<file path="src/rtl/multicycle_core.sv">
// multicycle_core: multi-cycle RV64-subset processor core.
// One FSM walks each instruction through FETCH/DECODE/EXEC/MEM/WB and shares
// a single ALU and a 32 x XLEN register file. Instruction and data memories
// are external, behind req/ready handshakes, so wait states are supported.
// Supported: add/sub/and/or, addi, ld, sd, beq. Anything else halts the core.
//
// Ports:
//   clk, rst_n          clock, synchronous active-low reset
//   imem_req/addr       fetch request (combinational from state) and PC
//   imem_ready/rdata    fetch completes; instruction word
//   dmem_req/we         data request (combinational from state), 1 = store
//   dmem_addr/wdata     ALU result address, rs2 store data
//   dmem_ready/rdata    data access completes; load data
//   retire              one-cycle pulse in the cycle whose edge commits
//   halt                sticky; unsupported instruction seen
//   pc_out              current PC
//   cycle_cnt, instret_cnt  performance counters, present only when
//                       MULTICYCLE_CORE_PERFCNT_EN is defined
module multicycle_core #(
  parameter int unsigned       XLEN     = 64,
  parameter int unsigned       ADDR_W   = 8,
  parameter logic [ADDR_W-1:0] RESET_PC = '0
) (
  input  logic              clk,
  input  logic              rst_n,
  output logic              imem_req,
  output logic [ADDR_W-1:0] imem_addr,
  input  logic              imem_ready,
  input  logic [31:0]       imem_rdata,
  output logic              dmem_req,
  output logic              dmem_we,
  output logic [XLEN-1:0]   dmem_addr,
  output logic [XLEN-1:0]   dmem_wdata,
  input  logic              dmem_ready,
  input  logic [XLEN-1:0]   dmem_rdata,
  output logic              retire,
  output logic              halt,
  output logic [ADDR_W-1:0] pc_out
`ifdef MULTICYCLE_CORE_PERFCNT_EN
  ,
  output logic [31:0]       cycle_cnt,
  output logic [31:0]       instret_cnt
`endif
);

  localparam logic [6:0] OP_R    = 7'b0110011;
  localparam logic [6:0] OP_ADDI = 7'b0010011;
  localparam logic [6:0] OP_LD   = 7'b0000011;
  localparam logic [6:0] OP_SD   = 7'b0100011;
  localparam logic [6:0] OP_BEQ  = 7'b1100011;

  typedef enum logic [2:0] {
    S_FETCH, S_DECODE, S_EXEC, S_MEM, S_WB, S_HALT
  } state_e;

  state_e            state_q, state_d;
  logic [ADDR_W-1:0] pc_q, pc_d;
  logic [31:0]       ir_q, ir_d;
  logic [XLEN-1:0]   a_q, a_d, b_q, b_d, imm_q, imm_d;
  logic [XLEN-1:0]   alu_q, alu_d, mdr_q, mdr_d;
  logic [XLEN-1:0]   rf_q [32];

  logic              rf_we;
  logic [XLEN-1:0]   rf_wdata;
  logic              retire_c;

  // Instruction field decode from the latched IR
  logic [6:0] opcode, funct7;
  logic [2:0] funct3;
  logic [4:0] rd, rs1, rs2;
  assign opcode = ir_q[6:0];
  assign rd     = ir_q[11:7];
  assign funct3 = ir_q[14:12];
  assign rs1    = ir_q[19:15];
  assign rs2    = ir_q[24:20];
  assign funct7 = ir_q[31:25];

  logic is_r, is_addi, is_ld, is_sd, is_beq, is_valid;
  assign is_r = (opcode == OP_R) &&
                (((funct7 == 7'b0000000) &&
                  ((funct3 == 3'b000) || (funct3 == 3'b110) || (funct3 == 3'b111))) ||
                 ((funct7 == 7'b0100000) && (funct3 == 3'b000)));
  assign is_addi  = (opcode == OP_ADDI) && (funct3 == 3'b000);
  assign is_ld    = (opcode == OP_LD)   && (funct3 == 3'b011);
  assign is_sd    = (opcode == OP_SD)   && (funct3 == 3'b011);
  assign is_beq   = (opcode == OP_BEQ)  && (funct3 == 3'b000);
  assign is_valid = is_r || is_addi || is_ld || is_sd || is_beq;

  // Sign-extended I/S/B immediates
  logic [XLEN-1:0] imm_i, imm_s, imm_b, imm_gen;
  assign imm_i   = {{(XLEN-12){ir_q[31]}}, ir_q[31:20]};
  assign imm_s   = {{(XLEN-12){ir_q[31]}}, ir_q[31:25], ir_q[11:7]};
  assign imm_b   = {{(XLEN-13){ir_q[31]}}, ir_q[31], ir_q[7], ir_q[30:25], ir_q[11:8], 1'b0};
  assign imm_gen = is_sd ? imm_s : (is_beq ? imm_b : imm_i);

  // Register file read ports; x0 always reads zero
  logic [XLEN-1:0] rs1_val, rs2_val;
  assign rs1_val = (rs1 == 5'd0) ? '0 : rf_q[rs1];
  assign rs2_val = (rs2 == 5'd0) ? '0 : rf_q[rs2];

  // Shared ALU: R-type ops on A/B, everything else is A + imm
  logic [XLEN-1:0] alu_res;
  always_comb begin
    alu_res = a_q + imm_q;
    if (is_r) begin
      if (funct3 == 3'b110)      alu_res = a_q | b_q;
      else if (funct3 == 3'b111) alu_res = a_q & b_q;
      else if (funct7[5])        alu_res = a_q - b_q;
      else                       alu_res = a_q + b_q;
    end
  end

  logic [ADDR_W-1:0] pc_plus4, br_target;
  assign pc_plus4  = pc_q + ADDR_W'(4);
  assign br_target = pc_q + ADDR_W'(imm_q);

  // Next-state and datapath control
  always_comb begin
    state_d  = state_q;
    pc_d     = pc_q;
    ir_d     = ir_q;
    a_d      = a_q;
    b_d      = b_q;
    imm_d    = imm_q;
    alu_d    = alu_q;
    mdr_d    = mdr_q;
    rf_we    = 1'b0;
    rf_wdata = alu_q;
    retire_c = 1'b0;
    unique case (state_q)
      S_FETCH: begin
        if (imem_ready) begin
          ir_d    = imem_rdata;
          state_d = S_DECODE;
        end
      end
      S_DECODE: begin
        a_d     = rs1_val;
        b_d     = rs2_val;
        imm_d   = imm_gen;
        state_d = is_valid ? S_EXEC : S_HALT;
      end
      S_EXEC: begin
        alu_d = alu_res;
        if (is_beq) begin
          pc_d     = (a_q == b_q) ? br_target : pc_plus4;
          retire_c = 1'b1;
          state_d  = S_FETCH;
        end else if (is_ld || is_sd) begin
          state_d = S_MEM;
        end else begin
          state_d = S_WB;
        end
      end
      S_MEM: begin
        if (dmem_ready) begin
          if (is_ld) begin
            mdr_d   = dmem_rdata;
            state_d = S_WB;
          end else begin
            pc_d     = pc_plus4;
            retire_c = 1'b1;
            state_d  = S_FETCH;
          end
        end
      end
      S_WB: begin
        rf_we    = (rd != 5'd0);
        rf_wdata = is_ld ? mdr_q : alu_q;
        pc_d     = pc_plus4;
        retire_c = 1'b1;
        state_d  = S_FETCH;
      end
      S_HALT: begin
        state_d = S_HALT;
      end
      default: begin
        state_d = S_HALT;
      end
    endcase
  end

  // State, datapath latches and register file; reset wins over any commit
  always_ff @(posedge clk) begin
    if (!rst_n) begin
      state_q <= S_FETCH;
      pc_q    <= RESET_PC;
      ir_q    <= '0;
      a_q     <= '0;
      b_q     <= '0;
      imm_q   <= '0;
      alu_q   <= '0;
      mdr_q   <= '0;
      for (int i = 0; i < 32; i++) rf_q[i] <= '0;
    end else begin
      state_q <= state_d;
      pc_q    <= pc_d;
      ir_q    <= ir_d;
      a_q     <= a_d;
      b_q     <= b_d;
      imm_q   <= imm_d;
      alu_q   <= alu_d;
      mdr_q   <= mdr_d;
      if (rf_we) rf_q[rd] <= rf_wdata;
    end
  end

  // Requests and pulses are gated by rst_n so nothing leaks out during reset
  assign imem_req   = rst_n && (state_q == S_FETCH);
  assign imem_addr  = pc_q;
  assign dmem_req   = rst_n && (state_q == S_MEM);
  assign dmem_we    = (state_q == S_MEM) && is_sd;
  assign dmem_addr  = alu_q;
  assign dmem_wdata = b_q;
  assign retire     = rst_n && retire_c;
  assign halt       = rst_n && (state_q == S_HALT);
  assign pc_out     = pc_q;

`ifdef MULTICYCLE_CORE_PERFCNT_EN
  // Cycle counter freezes once halted; instret counts commits
  logic [31:0] cycle_cnt_q, cycle_cnt_d, instret_cnt_q, instret_cnt_d;
  always_comb begin
    cycle_cnt_d   = cycle_cnt_q;
    instret_cnt_d = instret_cnt_q;
    if (state_q != S_HALT) cycle_cnt_d = cycle_cnt_q + 32'd1;
    if (retire_c)          instret_cnt_d = instret_cnt_q + 32'd1;
  end
  always_ff @(posedge clk) begin
    if (!rst_n) begin
      cycle_cnt_q   <= '0;
      instret_cnt_q <= '0;
    end else begin
      cycle_cnt_q   <= cycle_cnt_d;
      instret_cnt_q <= instret_cnt_d;
    end
  end
  assign cycle_cnt   = cycle_cnt_q;
  assign instret_cnt = instret_cnt_q;
`endif

endmodule

</file>
<file path="config.mk">
export PLATFORM = sky130hd
export DESIGN_NAME = multicycle_core
export DESIGN_NICKNAME = d
export VERILOG_FILES = /design/src/rtl/multicycle_core.sv
export SDC_FILE = /design/constraint.sdc
export NUM_CORES = 2
export LEC_CHECK = 0
export CELL_PAD_IN_SITES_DETAIL_PLACEMENT = 0
export CELL_PAD_IN_SITES_GLOBAL_PLACEMENT = 2
export CORE_AREA = 2 2 571 573
export CTS_BUF_LIST = sky130_fd_sc_hd__clkbuf_8
export DETAILED_ROUTE_END_ITERATION = 8
export DIE_AREA = 0 0 573 575
export PLACE_DENSITY_LB_ADDON = 0.2
export SLEW_MARGIN = 20
export SYNTH_ARGS = -nofsm -noshare
export SYNTH_HDL_FRONTEND = slang
export SYNTH_SLANG_ARGS = --single-unit
</file>
<file path="constraint.sdc">
create_clock -name clk -period 4.9 [get_ports clk]
set_input_delay 0.735 -clock clk [delete_from_list [all_inputs] [get_ports clk]]
set_output_delay 0.735 -clock clk [all_outputs]
set_load 0.05 [all_outputs]
</file>
## Word level (Yosys, flattened, before mapping)

Memory sizes are Yosys's and may differ from the RTL's. A register that Yosys moved wholly into a read port is not among the register bits.
Index checks and enable logic that the tools add are counted.
Widths: inputs -> output; s select.

| storage, ports and cells | value |
|---|---|
| memories | 1 |
| word-level logic and storage cells | 105 |
| input bits | 100 |
| flip-flop bits (word level) | 312 |
| memory bits (writable) | 2048 |

Memories:

| memory | depth | bits a word | rd ports | clocked after Yosys merged registers in | wr ports | line | text |
|---|---|---|---|---|---|---|---|
| rf_q | 32 | 64 | 2 | 2 | 32 | 61 | `logic [XLEN-1:0] rf_q [32];` |

| operators by class | value |
|---|---|
| reductions and logical operators | 32 |
| bitwise operators | 2 |
| mux-type cells | 38 |
| add/sub/neg operators | 5 |
| equality and inequality tests | 19 |

Operator list:

| kind | count |
|---|---|
| $mux 64 | 9 |
| $add 64x64->64 | 2 |
| $and 64x64->64 | 1 |
| $eq 64x64->1 | 1 |
| $or 64x64->64 | 1 |
| $reduce_or 64->1 | 1 |
| $sub 64x64->64 | 1 |
| $mux 8 | 4 |
| $mux 5 | 5 |
| $mux 12 | 2 |
| $pmux 8 s3 | 1 |
| $eq 7x6->1 const B | 3 |
| $mux 3 | 6 |
| $pmux 3 s5 | 1 |
| $eq 3x3->1 const B | 4 |
| $logic_and 1x1->1 | 12 |
| $logic_not 5->1 | 2 |
| $eq 3x2->1 const B | 3 |
| $mux 1 | 9 |
| $add 8x3->8 const B | 1 |
| $add 8x8->8 | 1 |
| $logic_or 1x1->1 | 8 |
| $ne 2x2->1 const B | 4 |
| $eq 7x2->1 const B | 1 |
| other kinds (11) | 13 |

## Depth between registers and ports, before layout

| depth | value |
|---|---|
| depth in word-level cells | 12 |
| depth in mapped cells | 16 |
| gate-level depth less buffers | 15 |

## Worst setup path before layout

OpenSTA, ideal clock, no wires.

| timing path | value |
|---|---|
| kind | in2out |
| start point | input rst_n |
| end point | output dmem_req |
| data arrival time | 4.132 ns |
| path slack | 0.033 ns |
| stages on the path | 5 |
| required time | 4.165 ns |
| path through | inv_1 > clkbuf_1 > clkbuf_1 > clkbuf_1 > nor2_1 |

| between the ends | value |
|---|---|
| longest elaborated chain between the ends | 1 |

Ends and longest elaborated chain:

| item | line | text |
|---|---|---|
| start, declared | 25 | `input logic rst_n,` |
| $logic_and 1x1->1 | 211 | `assign dmem_req = rst_n && (state_q == S_MEM);` |
| end, declared | 30 | `output logic dmem_req,` |

Every way passes these cells.

## Final worst setup path

| timing path | value |
|---|---|
| start point | register, netlist name imm_q[12] |
| end point | register alu_q[60], in the netlist dmem_addr[60] |

| between the ends | value |
|---|---|
| longest elaborated chain between the ends | 2 |

Ends and longest elaborated chain:

| item | line | text |
|---|---|---|
| $add 64x64->64 | 104 | `alu_res = a_q + imm_q;` |
| $mux 64 | 105 | `if (is_r) begin` |
| end signal, assigned | 202 | `alu_q <= alu_d;` |
| end, declared | 60 | `logic [XLEN-1:0] alu_q, alu_d, mdr_q, mdr_d;` |

Every way passes these cells.
A chain may end at the register's enable or synchronous reset.

==> out/metrics.cfg <==
[critical_path]
arrival_ns = 5.61
crit_chain = ha_1 -> a21oi_1 -> o211ai_1 -> a311oi_1 -> nand3_1 -> a31oi_1 -> o31ai_2 -> a21oi_1 -> o21ai_1 -> a31oi_1 -> xor2_1 -> buf_4 -> a2111oi_2
r2r_end = dmem_addr[60]
crit_fanout = 20
cp.required_ns = 5.90
endpoint_kind = register
crit_path_start = imm_q[12]
slowest_stage = dfxtp_2
cp_top_family = compound AO/OA/AOI/OAI gates
worst-path-buf-inv = 1
r2r_cells = 13
start_kind = register
rrSetupSlack_ns = 0.29
slowest_delay_ns = 0.65
worstSetupPathType = reg -> reg
r2r-start = imm_q[12]
cp.depth = 13

[synth]
synth_edf_count = 2048
synthSimpleGateAreaFrac_pct = 10.25
ys.flop_type = edfxtp_1
synth_top_area_share_pct = 47.75
ys_ff_latch = 2370
synth_top_family_by_area = multiplexers
ys_types = 89
synthArstFlopShare_pct = 0
synth_compound_area_share_pct = 5.786
synth_warnings = 0
synth_cells = 10000
synthMuxAreaShare_pct = 24.08
seq_area_frac_synth_pct = 52.76
yosysTopAreaCell = edfxtp_1
avgSynthCellArea_um2 = 12.88
synthXorXnorAreaFrac_pct = 0.8501
synth_area_mm2 = 0.1288
synth_area_leaders = edfxtp_1, mux4_2, nor2_1
synth_fa_ha_area_share_pct = 2.753

[cts]
worstSkewPairLatency_ns = 1.13
tritoncts = yes
cts_sinks = 2370
htreeDepth = 5
cts_setup_buffers = 0
ctsRootBufferMaster = clkbuf_8
path_clk_slew_ns = 0.06
cts_buffers = 419
cts.path.max_buffers = 4

[floorplan]
die_x_um = 573
die_area_mm2 = 0.3295
io_pins = 249
start_util_pct = 39.85
die_h_um = 575
coreArea_mm2 = 0.3232
rows = 209

[global_route]
antenna_found_initial = 33
grt.overflow.total = 0
grt_usage_pct = 33.21
grt_first_pass_wirelength_mm = 762.6
grt_max_degree = 137
grt_pass1_vias = 94340

[min_path]
whs_path_depth = 3
worst_hold_path_type = in -> reg
min_to = mdr_q[53]
min-delay-start = dmem_rdata[53]

[sta]
min_period_over_period_pct = 94.02
max_freq_mhz = 217.1
setup_viol = 0
hold_viol = 0
tightest_slew_ns = 1.136
max-slew-margin-rel_pct = 22.08
final_max_slew_viol_count = 0
tns_ns = 0
period_needed_ns = 4.607
rsz0062_at_grt = false
skew_ns = 0.06964

[route]
wirelength_mm = 557.7
drt-pass1-iter-count = 6
vias_per_cell = 6.358
wl_per_cell_um = 37.25
drc_errors = 0
drt_iter0_markers = 13560
vias = 95190
ant_nets = 0

[pwr]
p_leak_nw = 48.66
p_total_mw = 51.17
powerDensity_mw_per_mm2 = 346.4
ir_worst_vdd_mv = 0.2658

[cells_and_area]
area_growth_pct = 14.70
final_nets = 10690
drive_above_1_share_pct = 23.89

[run]
drv_cap = 0

[status]
status = complete, no violations

[placed_design]
gp_congestion = 0.9303
io_buffers = 248
dp_hpwl_mm = 359.2

-- power breakdown --
| part | switching, mW | internal, mW | total [mW] |
|---|---|---|---|
| combinational | 6.19 | 3.97 | 10.2 |
| sequential | 0.635 | 22.6 | 23.2 |
| clock | 8.91 | 8.86 | 17.8 |
| total | 15.7 | 35.4 | 51.2 |
-- Yosys cell counts (10+ instances only) --
cell type     n
o221ai_1     26
a21oi_1     575
nand4_1      51
o21a_1       19
nand2_1     470
edfxtp_1   2048
and2_1       13
or3_1        12
o2111ai_1    11
a211oi_1     58
and3_1       19
clkbuf_1    803
o22ai_1      10
nand3_1      67
mux2i_1     214
inv_2        11
inv_1       219
ha_1        277
nand2b_1     18
nor3_1       68
xor2_1       29
o211ai_1     40
o21bai_1     51
a31oi_1      39
o31ai_1      31
nor2_1     2487
buf_2        17
mux4_2     1280
xnor2_1      96
dfxtp_1     322
o21ai_1      34
nor2b_1      16
a21o_1       55
nor4_1       37
o21ai_0     180
buf_1       127
-- stage by stage --
step           utilization [%]  hold WS (ns)  area [um^2]  cells  setup WS (ns)
5_1_grt                  45.70        0.1427       147700  14970        0.03817
3_3_place_gp             43.29        0.4487       139900  14210         0.3091
6_report                 45.70        0.1686       147700  14970         0.2928
2_1_floorplan                -        0.4357       129000  10060        0.03255
3_5_place_dp             43.29        0.4496       139900  14210         0.3123
4_1_cts                  45.69       0.06744       147700  14970         0.2877
-- registers in the layout, summed over array words and instances (netlist names), named ones only --
register and flops:
state_q 3, dmem_wdata 64, ir_q 32, rf_q 2048
dmem_addr 64, mdr_q 64, imm_q 13, a_q 64
imem_addr 8
-- metal layers --
layer  up-vias  share of wire [%]  track usage [%]
met5         -             0.0072                0
met4         8                4.8            13.56
met3      1278                 10            6.688
met2      6007                 47            53.43
met1     49680                 38            44.09
li1      38220                  -                -
-- worst max path at each step --
| stage | end | slack, ns |
|---|---|---|
| after floorplan | dmem_req | 0.03 |
| after CTS | dmem_addr[60] | 0.29 |
| after global placement | dmem_addr[60] | 0.31 |
| after detailed placement | dmem_addr[60] | 0.31 |
| final | dmem_addr[60] | 0.29 |
| after global routing | dmem_addr[60] | 0.04 |
-- placed cells by master (no fill, tap or decap), drive strengths merged, types with 70 or more instances in the layout --
master	count
o21ai	214
ha	277
nand2	470
dfxtp	322
mux2i	214
inv	369
clkdlybuf4s50	246
nor3	70
edfxtp	2048
clkinv	159
mux4	1280
nor2	2487
xnor2	96
a21oi	575
buf	530
clkbuf	446
-- cell families after synthesis --
logic type / count (synthesis)
adders and majority gates: 281
DFF: 2370
other: 1
xor gates and xnor gates: 125
muxes: 1498
AOI/OAI and AO/OA: 1231
buffers and inverters: 1189
and+or+nand+nor: 3306
-- worst min-delay path, delay by kind of cell --
| family | cells | cell delay [ns] |
|---|---|---|
| buffers and inverters | 1 | 0.40 |
| AO/OA/AOI/OAI | 1 | 0.05 |
| AND/OR/NAND/NOR | 1 | 0.05 |
-- area by class of cell --
class / count / area, um^2
Multi-Input combinational cell: 6505 / 57860
Tap cell: 4325 / 5411
Clock buffer: 446 / 6138
Clock inverter: 312 / 1614
Timing Repair Buffer: 777 / 7810
Fill cell: 29180 / 175500
Antenna cell: 7 / 17.52
Inverter: 231 / 874.6
Sequential cell: 2370 / 67990
-- timing repair --
item,4_1_cts,5_1_grt
hold endpoints to repair,17,0
gates resized for setup,0,1
hold buffers,1,0
setup endpoints to repair,0,1
No activity file was read; power rests on OpenSTA's default activity.
